### src/rtl/chart_pkg.sv
// -----------------------------------------------------------------------------
// chart_pkg
// Shared definitions for the note-chart sequencer: chart entry field widths,
// the end-of-chart delay marker, lane note codes, the sequencer state type and
// a helper that recognises the defined note codes.
// -----------------------------------------------------------------------------
package chart_pkg;

    localparam int unsigned CODE_W    = 4;
    localparam int unsigned DELAY_W   = 10;
    localparam int unsigned ENTRY_W   = CODE_W + DELAY_W;
    localparam int unsigned END_DELAY = 1000;

    // Lane note codes carried in the upper field of each chart entry.
    localparam logic [CODE_W-1:0] NOTE_NONE = 4'd0;
    localparam logic [CODE_W-1:0] NOTE_R    = 4'd1;
    localparam logic [CODE_W-1:0] NOTE_G    = 4'd2;
    localparam logic [CODE_W-1:0] NOTE_B    = 4'd3;
    localparam logic [CODE_W-1:0] NOTE_Y    = 4'd4;
    localparam logic [CODE_W-1:0] NOTE_RG   = 4'd5;
    localparam logic [CODE_W-1:0] NOTE_BY   = 4'd6;
    localparam logic [CODE_W-1:0] NOTE_RG2  = 4'd7;
    localparam logic [CODE_W-1:0] NOTE_YB2  = 4'd8;
    localparam logic [CODE_W-1:0] NOTE_ALT0 = 4'd11;
    localparam logic [CODE_W-1:0] NOTE_ALT1 = 4'd12;
    localparam logic [CODE_W-1:0] NOTE_ALT2 = 4'd13;
    localparam logic [CODE_W-1:0] NOTE_ALT3 = 4'd14;

    typedef enum logic [2:0] {
        ST_IDLE  = 3'd0,
        ST_FETCH = 3'd1,
        ST_EMIT  = 3'd2,
        ST_WAIT  = 3'd3,
        ST_DONE  = 3'd4
    } state_e;

    // True for codes that map to a lane (NOTE_NONE counts as defined).
    function automatic logic code_is_defined(input logic [CODE_W-1:0] code);
        logic ok;
        case (code)
            NOTE_NONE, NOTE_R, NOTE_G, NOTE_B, NOTE_Y, NOTE_RG, NOTE_BY,
            NOTE_RG2, NOTE_YB2, NOTE_ALT0, NOTE_ALT1, NOTE_ALT2, NOTE_ALT3:
                ok = 1'b1;
            default:
                ok = 1'b0;
        endcase
        return ok;
    endfunction

endpackage

### src/rtl/chart_sequencer_frame_delay_counter.sv
// -----------------------------------------------------------------------------
// frame_delay_counter
// 10-bit frame countdown used while a chart entry waits out its delay.
//   clk, rst     : clock, asynchronous active-high reset
//   clear_i      : force the count to zero (highest priority)
//   load_i       : load load_val_i
//   load_val_i   : countdown start value
//   tick_i       : decrement by one (no effect at zero)
//   zero_o       : count is zero
//   expire_o     : this tick takes the count from 1 to 0
// -----------------------------------------------------------------------------
module frame_delay_counter
    import chart_pkg::*;
(
    input  logic               clk,
    input  logic               rst,
    input  logic               clear_i,
    input  logic               load_i,
    input  logic [DELAY_W-1:0] load_val_i,
    input  logic               tick_i,
    output logic               zero_o,
    output logic               expire_o
);

    logic [DELAY_W-1:0] count_q, count_d;

    always_comb begin
        count_d = count_q;
        if (clear_i) begin
            count_d = '0;
        end else if (load_i) begin
            count_d = load_val_i;
        end else if (tick_i && (count_q != '0)) begin
            count_d = count_q - DELAY_W'(1);
        end
    end

    always_ff @(posedge clk or posedge rst) begin
        if (rst) begin
            count_q <= '0;
        end else begin
            count_q <= count_d;
        end
    end

    assign zero_o   = (count_q == '0);
    // Flagged on the tick itself so the owner can advance without an idle cycle.
    assign expire_o = tick_i && (count_q == DELAY_W'(1));

endmodule

### src/rtl/chart_sequencer.sv
// -----------------------------------------------------------------------------
// chart_sequencer
// Walks the note chart ROM: fetches an entry at pc, pulses note_valid with
// the entry's lane code (if nonzero), then waits the entry's frame delay
// before advancing. A delay equal to END_DELAY ends the chart; running past
// LAST_PC also ends it without wrapping.
//
// Ports:
//   clk, rst      : clock, asynchronous active-high reset
//   start         : begin the chart at address 0 (from IDLE or DONE)
//   stop          : synchronous abort to IDLE, priority over start
//   frame_tick    : one pulse per video frame
//   pause         : freezes delay countdown and frame counting
//   rom_data      : {code[3:0], delay[9:0]} at pc, combinational ROM
//   pc            : ROM address
//   note_valid    : one-cycle note spawn pulse
//   note_code     : lane code, valid with note_valid (zero otherwise)
//   busy          : chart in progress (FETCH/EMIT/WAIT)
//   done          : chart finished (DONE state)
//   frame_count   : frames seen while busy since start, saturating
//
// Build option: SEQ_PAUSE_EN enables the pause input; without it pause is
// ignored and should be tied 0.
// -----------------------------------------------------------------------------
module chart_sequencer
    import chart_pkg::*;
#(
    parameter int unsigned PC_W      = 8,
    parameter int unsigned LAST_PC   = 156,
    parameter int unsigned END_DELAY = chart_pkg::END_DELAY
) (
    input  logic               clk,
    input  logic               rst,
    input  logic               start,
    input  logic               stop,
    input  logic               frame_tick,
    input  logic               pause,
    input  logic [ENTRY_W-1:0] rom_data,
    output logic [PC_W-1:0]    pc,
    output logic               note_valid,
    output logic [CODE_W-1:0]  note_code,
    output logic               busy,
    output logic               done,
    output logic [15:0]        frame_count
);

    state_e             state_q, state_d;
    logic [PC_W-1:0]    pc_q, pc_d;
    logic [CODE_W-1:0]  code_q, code_d;
    logic [DELAY_W-1:0] delay_q, delay_d;
    logic [15:0]        fcnt_q, fcnt_d;

    logic tick_en;
    logic busy_w;
    logic advance;
    logic cnt_load, cnt_clear, cnt_zero, cnt_expire;

`ifdef SEQ_PAUSE_EN
    assign tick_en = frame_tick && !pause;
`else
    assign tick_en = frame_tick;
    logic unused_pause;
    assign unused_pause = pause;
`endif

    assign busy_w = (state_q == ST_FETCH) || (state_q == ST_EMIT) || (state_q == ST_WAIT);

    frame_delay_counter u_delay (
        .clk        (clk),
        .rst        (rst),
        .clear_i    (cnt_clear),
        .load_i     (cnt_load),
        .load_val_i (delay_q),
        .tick_i     (tick_en && (state_q == ST_WAIT)),
        .zero_o     (cnt_zero),
        .expire_o   (cnt_expire)
    );

    always_comb begin
        state_d   = state_q;
        pc_d      = pc_q;
        code_d    = code_q;
        delay_d   = delay_q;
        fcnt_d    = fcnt_q;
        cnt_load  = 1'b0;
        cnt_clear = 1'b0;
        advance   = 1'b0;

        if (busy_w && tick_en && (fcnt_q != '1)) begin
            fcnt_d = fcnt_q + 16'd1;
        end

        if (stop) begin
            state_d   = ST_IDLE;
            pc_d      = '0;
            cnt_clear = 1'b1;
        end else begin
            case (state_q)
                ST_IDLE, ST_DONE: begin
                    if (start) begin
                        state_d = ST_FETCH;
                        pc_d    = '0;
                        fcnt_d  = '0;
                    end
                end
                ST_FETCH: begin
                    code_d  = rom_data[ENTRY_W-1:DELAY_W];
                    delay_d = rom_data[DELAY_W-1:0];
                    state_d = ST_EMIT;
                end
                ST_EMIT: begin
                    if (delay_q == DELAY_W'(END_DELAY)) begin
                        state_d = ST_DONE;
                    end else if (delay_q == '0) begin
                        advance = 1'b1;
                    end else begin
                        cnt_load = 1'b1;
                        state_d  = ST_WAIT;
                    end
                end
                ST_WAIT: begin
                    // cnt_zero only guards against a stuck WAIT; loads are never zero.
                    if (cnt_expire || cnt_zero) begin
                        advance = 1'b1;
                    end
                end
                default: state_d = ST_IDLE;
            endcase

            if (advance) begin
                if (pc_q == PC_W'(LAST_PC)) begin
                    state_d = ST_DONE;
                end else begin
                    pc_d    = pc_q + PC_W'(1);
                    state_d = ST_FETCH;
                end
            end
        end
    end

    always_ff @(posedge clk or posedge rst) begin
        if (rst) begin
            state_q <= ST_IDLE;
            pc_q    <= '0;
            code_q  <= '0;
            delay_q <= '0;
            fcnt_q  <= '0;
        end else begin
            state_q <= state_d;
            pc_q    <= pc_d;
            code_q  <= code_d;
            delay_q <= delay_d;
            fcnt_q  <= fcnt_d;
        end
    end

    // Pulse is decoded from EMIT so it lands in the same cycle; a coincident
    // stop cancels it.
    assign note_valid  = (state_q == ST_EMIT) && (code_q != '0) && !stop;
    assign note_code   = note_valid ? code_q : '0;
    assign pc          = pc_q;
    assign busy        = busy_w;
    assign done        = (state_q == ST_DONE);
    assign frame_count = fcnt_q;

endmodule

### config.mk
export PLATFORM = sky130hd
export DESIGN_NAME = chart_sequencer
export DESIGN_NICKNAME = d
export VERILOG_FILES = /design/src/rtl/chart_pkg.sv /design/src/rtl/chart_sequencer_frame_delay_counter.sv /design/src/rtl/chart_sequencer.sv
export SDC_FILE = /design/constraint.sdc
export NUM_CORES = 1
export LEC_CHECK = 0
export ABC_CLOCK_PERIOD_IN_PS = 2000
export CORE_UTILIZATION = 35
export DETAILED_ROUTE_END_ITERATION = 12
export SYNTH_ARGS = -nofsm -noshare
export SYNTH_HDL_FRONTEND = slang
export SYNTH_SLANG_ARGS = --single-unit
### constraint.sdc
create_clock -name clk -period 2 [get_ports clk]
set_input_delay 0.2 -clock clk [delete_from_list [all_inputs] [get_ports clk]]
set_output_delay 0.2 -clock clk [all_outputs]
set_load 0.005 [all_outputs]
# Word level (Yosys, flattened, before mapping)
# Index checks and enable logic that the tools add are counted.
word_totals:
  reg_bits: 51
  output_inout_bits: 31
  word_cells: 71
op_classes:
  add_sub_neg: 3
  n_eq_ne: 11
  mux: 30
  n_bitwise: 1
  reduce_logical: 20
ops:
  columns: ["cell", "n"]
  rows:
  - ["$mux W16", 4]
  - ["$mux W8", 5]
  - ["$mux W10", 3]
  - ["$logic_not A10 Y1", 2]
  - ["$mux W3", 6]
  - ["$add A16 B1 Y16 const B", 1]
  - ["$ne A16 B16 Y1 const B", 1]
  - ["$pmux W3 S4", 1]
  - ["$eq A10 B1 Y1 const B", 1]
  - ["$eq A10 B10 Y1 const B", 1]
  - ["$reduce_bool A10 Y1", 1]
  - ["$sub A10 B1 Y10 const B", 1]
  - ["$mux W1", 9]
  - ["$add A8 B1 Y8 const B", 1]
  - ["$eq A8 B8 Y1 const B", 1]
  - ["$logic_and A1 B1 Y1", 7]
  - ["$eq A3 B2 Y1 const B", 2]
  - ["$ne A5 B4 Y1 const B", 1]
  - ["$mux W4", 1]
  - ["$ne A4 B4 Y1 const B", 1]
  - ["$reduce_bool A4 Y1", 1]
  - ["$eq A3 B1 Y1 const B", 1]
  - ["$eq A3 B3 Y1 const B", 1]
  - ["$logic_not A3 Y1", 1]
  - ["9 further kinds", 11]

# Logic depth before layout (Yosys ltp)
# Gate-level depths: netlist of the first run.
logic_depth:
  word_depth: 9
  mapped_depth: 9
  mapped_depth_nobuf: 7

# Hierarchy
# A second synthesis of the first run with hierarchy kept.
hier_totals:
  hier_cells: 315
  hier_area_um2: 3010.4
by_module_without_submodules:
  columns: ["mod", "n_inst", "cells_each", "area_each_um2", "seq_area_each_um2"]
  rows:
  - ["chart_sequencer", 1, 233, 2333.5, 1026.0]
  - ["frame_delay_counter", 1, 82, 676.9, 250.2]

# Worst setup path before layout of the first run
# No wires, ideal clock.
synth_path:
  kind: "register -> register"
  startpoint: "register fcnt_q[0], in the netlist frame_count[0]"
  endpoint: "register fcnt_q[9], in the netlist frame_count[9]"
  setup_time_ns: 0.120
  arrival_ns: 1.949
  t_required_ns: 1.880
  path_slack_ns: -0.070
  stages_incl_launch_ff: 7
  period_less_slack_ns: 2.070
  path_cell_list: "dfrtp_1 -> ha_1 -> and3_1 -> and3b_1 -> a211oi_1 -> a31oi_1 -> a41o_1"
synth_between:
  elab_chain_len: 6
  elab_cells_between_ends: 7
  cone_classes: "add/sub (1); eq/ne (1); mux (4); reduce/logical (1)"
synth_rtl:
  columns: ["item", "line_no", "rtl"]
  rows:
  - ["start, declared", "chart_sequencer.sv:51", "logic [15:0] fcnt_q, fcnt_d;"]
  - ["start signal, assigned", "chart_sequencer.sv:153", "fcnt_q <= fcnt_d;"]
  - ["branches (longest 2 deep; another with $add A16 B1 Y16)", null, null]
  - ["$mux W16 *", "chart_sequencer.sv:89", "if (busy_w && tick_en && (fcnt_q != '1)) begin"]
  - ["$mux W16", "chart_sequencer.sv:100", "if (start) begin"]
  - ["$mux W16", "chart_sequencer.sv:98", "case (state_q)"]
  - ["$mux W16 *", "chart_sequencer.sv:93", "if (stop) begin"]
  - ["via fcnt_d[9]", "chart_sequencer.sv:51", null]
# Mark *: on every way through the listed nets, which the timed path passes.
# A chain may end at the register's enable or synchronous reset.

# Worst setup path in the final report of the first run
layout_path:
  startpoint: "register delay_q[0]"
  endpoint: "register pc_q[2], in the netlist pc[2]"
layout_between:
  elab_chain_len: 7
  elab_cells_between_ends: 8
  cone_classes: "eq/ne (1); mux (6); reduce/logical (1)"
layout_rtl:
  columns: ["item", "line_no", "rtl"]
  rows:
  - ["start, declared", "chart_sequencer.sv:50", "logic [DELAY_W-1:0] delay_q, delay_d;"]
  - ["start signal, assigned", "chart_sequencer.sv:152", "delay_q <= delay_d;"]
  - ["$logic_not A10 Y1", "chart_sequencer.sv:114", "end else if (delay_q == '0) begin"]
  - ["$mux W1", "chart_sequencer.sv:114", null]
  - ["$mux W1 *", "chart_sequencer.sv:112", "if (delay_q == DELAY_W'(END_DELAY)) begin"]
  - ["$pmux W1 S2 *", "chart_sequencer.sv:98", null]
  - ["$mux W1 *", "chart_sequencer.sv:93", null]
  - ["$mux W8 *", "chart_sequencer.sv:130", "if (advance) begin"]
  - ["$mux W8 *", "chart_sequencer.sv:93", null]
  - ["via pc_d[2]", "chart_sequencer.sv:48", "logic [PC_W-1:0] pc_q, pc_d;"]
  - ["end signal, assigned", "chart_sequencer.sv:150", "pc_q <= pc_d;"]
  - ["end, declared", "chart_sequencer.sv:48", null]
# Mark *: on every way through the listed nets, which the timed path passes. The rest lies on a longest branch. The select of a mux whose other input is x is not followed.

==> reports/metrics.yaml, run 1 <==
cp.required_ps: 2200
htreeDepth: 2
r2r_slack_ps: 20
clock_latency_ps: 310
worstReg2RegStart: "delay_q[0]$_DFFE_PP0P_"
fin_cells: 499
wl_met2_um: 3428
fmax_ghz: 0.5052
ant_nets: 0
max-vdd-ir-drop_uv: 422.6
critical_path_class: "register to register"
start_util_pct: 36.09
syn_inst: 303
synth_ff_type: "dfrtp_1"
synth_edf_count: 0
cts.root.buffer_cell: "clkbuf_8"
tightest_slew_ps: 463.3
numPortBuffers: 49
antenna_found_initial: 0
top_layer: "met4"
clk_pin_slew_worst_paths_ps: 100
area_growth_syn_to_layout_pct: 34.81
rows: 33
cts_sinks: 51
cts_max_path_buffers: 2
num-nets-final: 419
timing.final.crit_share_pct: 98.98
skew_ps: 7.890
finalWirelength_um: 7057
routed-wl-met3_um: 208
timing.final.max_slew_violations: 0
grt_max_degree: 33
cts_tree: "built"
syn_nets: 329
p_per_area_nw_per_um2: 834.6
yosys-top-cells-area: "dfrtp_1 43%, mux2_2 5.7%, nand2_1 4.8%"
pin_count: 51
first_iter_violations: 128
num_vias: 2625
routedWlPerCell_um: 14.14
arrival_ps: 2180
p_leak_nw: 1.839
met1_length_um: 3343
fp.dieW_um: 94.05
cp_max_fo: 6
setup_violations: 0
start_kind: "register"
cts_made_buffers: 5
hold_viol: 0
critPathCaptureType: "register"
hpwl_um: 5148
crit_end: "pc[2]$_DFF_PP0_"
ys_seq_area_share_pct: 43.04
drv_cap: 0
fin_crit_ps: 1980
setup.worst_path.start: "delay_q[0]$_DFFE_PP0P_"
die_y_um: 94.05
grt_pass1_wl_um: 12130
synth_top_area_share_pct: 43.04
regToRegEndpoint: "pc[2]$_DFF_PP0_"
fin_tns_setup_ps: 0
drc: 0
core-area_sq_um: 8217
diodes: 0
synthArstFlopShare_pct: 100.0
grt_pass1_vias: 2549
hold_buffers: 0
crit_chain: "or4_4, and4bb_2, o211ai_4, and2_4, a22o_2"
synth-seq-cells: 51
crit_path_max_incr_delay_ps: 570
drive_above_1_share_pct: 24.87
dieArea_sq_um: 8844
yosys_warnings: 0
place.gp.congestion: 0.7599
dr.pass1.iters: 5
overflow: 0
rsz0062_at_grt: "yes"
status: "completed"
power.total_mw: 3.336
netlist_area_sq_um: 2965
synth_cell_type_count: 60
relSlewSlack_pct: 68.83
grt.total_usage_pct: 17.38
placed_cells: 485
syn-mean-instance-area_sq_um: 9.787
rr_worst_depth: 5
hp-class: "input port to asynchronous set/reset pin"
via_per_inst: 5.261
yosysTopAreaCell: "dfrtp_1"
slowest_stage: "or4_4"
Yosys cell counts (all sizes together) (4+ instances only):
cell     number
a22o          5
and3          6
o21ai         7
inv           8
buf           8
nor4          6
a21oi        11
nand4         7
nor3          4
nand3        16
nor2         26
and2          6
clkbuf        5
ha            6
mux2         15
mux2i        12
nand2        38
a2bb2oi       4
xnor2         4
dfrtp        51
a211oi        4
state kept, by name, indices dropped and copies added, names as in the netlist:
| name | cells |
|---|---|
| code_q | 4 |
| state_q | 3 |
| delay_q | 10 |
| u_delay.count_q | 10 |
| pc | 8 |
| frame_count | 16 |
worst min-delay path by stage:
stage,end,slack (ps)
2_1_floorplan,code_q[0]$_DFFE_PP0P_,350
3_3_place_gp,frame_count[7]$_DFF_PP0_,410
3_5_place_dp,frame_count[7]$_DFF_PP0_,410
4_1_cts,frame_count[7]$_DFF_PP0_,70
5_1_grt,frame_count[7]$_DFF_PP0_,90
6_report,frame_count[7]$_DFF_PP0_,70
layer usage:
metal	global-route usage [%]	vias up
met3	2.589	7
met5	0	-
li1	-	1293
met4	4.872	0
met2	28.53	48
met1	23.72	1277
repair_timing:
action	4_1_cts	5_1_grt
setup endpoints to repair	13	15
resized for setup	7	12
pin swaps	4	4
setup buffers	3	3
placed cells by master (no fill, tap or decap), types with 5 or more instances in the layout:
cell,n
mux2i_1,12
clkbuf_8,5
nand4_1,7
nor2_1,24
clkdlybuf4s50_1,44
and3_1,6
dfrtp_1,49
nand2_1,38
inv_1,7
mux2_2,15
nor4_1,6
ha_1,6
nand3_1,16
and2_1,5
buf_4,45
o21ai_0,6
a21oi_1,11
cells by family after synthesis:
kind of cell               share of synthesized area [%]
and+or+nand+nor                                    23.67
adders and majority gates                          2.532
DFF                                                43.04
AOI/OAI and AO/OA                                  15.49
xor gates and xnor gates                           1.477
buffers and inverters                              4.050
muxes                                              9.747
stage by stage:
stage | util, % | hold slack (ps) | worst slack, ps | instance area [sq um]
after floorplan | - | 351.7 | -36.25 | 2970
after global routing | 48.65 | 91.03 | -46.24 | 3998
after detailed placement | 46.60 | 410.2 | -37.01 | 3829
final | 48.65 | 73.81 | 20.41 | 3998
after global placement | 46.60 | 412.7 | -13.91 | 3829
after CTS | 48.04 | 73.68 | 1.290 | 3948
worst max-delay path, delay by kind of cell (launching register included):
kind | cells | cell delay, ps
and+or+nand+nor | 3 | 1120
AOI/OAI and AO/OA | 2 | 360
DFF | 1 | 390
layout make-up:
| class | count | area [sq um] |
|---|---|---|
| multi-input cells | 231 | 1615 |
| clock inverters | 2 | 12.51 |
| inverters | 8 | 30.03 |
| repair buffers | 96 | 857.1 |
| flip-flops and latches | 51 | 1279 |
| well taps | 105 | 131.4 |
| fillers | 791 | 4219 |
| clock buffers | 6 | 72.57 |
report_power, final:
group	internal, mW	switching [mW]	total (mW)
Clock	0.246	0.355	0.600
Sequential	1.25	0.209	1.46
Combinational	0.702	0.575	1.28
No activity file was read; power rests on OpenSTA's default activity.
==> run 2: changes to the inputs <==
CAP_MARGIN = 20   (was not set)
==> results of run 2 <==
No change in the layout: final DEF, timing and power equal those of run 1.
==> run 3: changes to the inputs <==
ABC_CLOCK_PERIOD_IN_PS = 2500   (was 2000)
clock period = 2.5 ns   (was 2 ns; I/O delays follow)
==> run 3 against run 2 <==
Power down 24%. Register-to-register slack improved by 400 ps. First-iteration DRC count grew 20%. Worst setup slack better by 220 ps. Sequential share of layout area up 2.5 points. Critical endpoint is now note_valid. Die area did not move.
==> reports/metrics.yaml, run 3 (synthesis gave the netlist of run 1 again) <==
status: "completed"
htreeDepth: 2  # unchanged
drive_above_1_share_pct: 14.29  # -11 points
rows: 33  # unchanged
num-nets-final: 382  # -8.8%
start_kind: "register"
p_per_area_nw_per_um2: 680.2  # -19%
rsz0062_at_grt: "no"
fin_tns_setup_ps: 0  # unchanged
via_per_inst: 5.340  # +1.5%
cp.required_ps: 2250  # +50 ps
timing.final.crit_share_pct: 90.41
clk_pin_slew_worst_paths_ps: 100  # about the same
hp-class: "input port to asynchronous set/reset pin"
fillers: 772  # -2.4%
hold_viol: 0  # unchanged
pin_count: 51  # unchanged
numPortBuffers: 49  # unchanged
diodes: 0  # unchanged
cts_made_buffers: 5  # unchanged
cts.root.buffer_cell: "clkbuf_8"
placed_cells: 454  # -6.4%
grt_max_degree: 28  # -15%
fp.dieW_um: 94.05  # unchanged
start_util_pct: 36.09  # unchanged
num_vias: 2467  # -6.0%
final_cell_mix: "51 x dfrtp_1, 49 x clkdlybuf4s50_1, 38 x nand2_1, 26 x nor2_1, 16 x nand3_1"
overflow: 0  # unchanged
drc: 0  # unchanged
routedWlPerCell_um: 14.68  # +3.8%
cts_tree: "built"
tightest_slew_ps: 551.2  # +87.85 ps
setup_violations: 0  # unchanged
fin_cells: 462  # -7.4%
first_iter_violations: 154  # +20%
dr.pass1.iters: 4  # -1
mostFrequentLayoutCell: "dfrtp_1"
core-area_sq_um: 8217  # unchanged
largest_reg_flops: 16  # unchanged
finalWirelength_um: 6783  # -3.9%
grt_pass1_vias: 2332  # -8.5%
ant_nets: 0  # unchanged
cts_post_setup_buffers_inserted: 0  # -3
multi_input_area_sq_um: 1584  # -1.9%
place.gp.congestion: 0.8206  # +8.0%
fmax_ghz: 0.4424
relSlewSlack_pct: 63.20  # -5.6 points
grt.total_usage_pct: 16.49  # -0.89 points
timing.final.max_slew_violations: 0  # unchanged
critPathCaptureType: "output pin"
worstReg2RegStart: "delay_q[0]$_DFFE_PP0P_"
die_y_um: 94.05  # unchanged
hpwl_um: 4908  # -4.7%
hold_buffers: 0  # unchanged
clock_latency_ps: 300  # about the same
fin_util_pct: 45.07  # -3.6 points
grt_pass1_wl_um: 11410  # -5.9%
cts_sinks: 51  # unchanged
area_growth_syn_to_layout_pct: 24.89
setup.worst_path.start: "state_q[0]$_DFFE_PP0P_"
antenna_found_initial: 0  # unchanged
fin_crit_ps: 2260
dieArea_sq_um: 8844  # unchanged
cts_repair_resize_count: 0  # -7
arrival_ps: 2010  # -170 ps
finish.instance_area_sq_um: 3704  # -7.4%
regArea_sq_um: 1276  # -0.20%
skew_ps: 6.921  # -0.9693 ps
p_leak_nw: 1.611  # -12%
drv_cap: 0  # unchanged
placed_area_sq_um: 3591  # -6.2%
cts_max_path_buffers: 2  # unchanged
max-vdd-ir-drop_uv: 286.2  # -32%
power.total_mw: 2.519  # -24%
critical_path_class: "register to output pin"
cp_max_fo: 10  # +4
==> run 3: cell count changes in the layout (fill, tap and decap cells not counted), sizes merged <==
cell / before / now
clkinv: 1 / 0
dlygate4sd2: 2 / 0
dlymetal6s2s: 2 / 0
buf: 47 / 10
clkdlybuf4s50: 44 / 49
==> run 3: critical path, cell delays in order, from the launching register on <==
cell	delay [ps]
dfrtp_1	510
nor4b_4	490
o41a_1	220
clkdlybuf4s50_1	490
==> run 3: routing by layer <==
| layer | vias up | track usage (%) | part of all wire (%) | wire, um |
|---|---|---|---|---|
| met3 | 10 | 2.994 | 3.5 | 240 |
| met2 | 50 | 25.55 | 46 | 3132 |
| li1 | 1217 | - | - | - |
| met4 | 0 | 5.256 | 1.8 | 121 |
| met1 | 1190 | 23.21 | 48 | 3288 |
| met5 | - | 0 | 0 | 0 |
==> run 3: path summary, 6_finish.rpt <==
kind / end / slack (ps) / depth (start not counted)
max: note_valid / 240 / 3
max reg2reg: pc[0]$_DFF_PP0_ / 420 / 5
min in group clk: frame_count[15]$_DFF_PP0_ / 500 / 1
min reg2reg: frame_count[15]$_DFF_PP0_ / 500 / 1
min: code_q[1]$_DFFE_PP0P_ / 310 / 2
max in group asynchronous: frame_count[8]$_DFF_PP0_ / 1660 / 3
==> run 3: final cells by class <==
type,count,share of cell area [%]
Clock buffer,7,2.601
Clock inverter,1,0.2027
Multi-Input combinational cell,231,42.77
Inverter,8,0.8108
Sequential cell,51,34.46
Tap cell,105,3.547
Timing Repair Buffer,59,15.61
==> run 3: report_power, final <==
part	internal (mW)	switching, mW
registers	0.999	0.208
logic	0.411	0.371
clock network	0.252	0.278
total	1.66	0.857
==> run 3: through the flow <==
step                worst slack [ps]  hold WS (ps)
floorplan                      430.4         401.7
global placement               257.3         486.6
detailed placement             261.6         489.6
CTS                            77.30         323.7
global route                   88.18         367.2
finish                         239.7         305.5
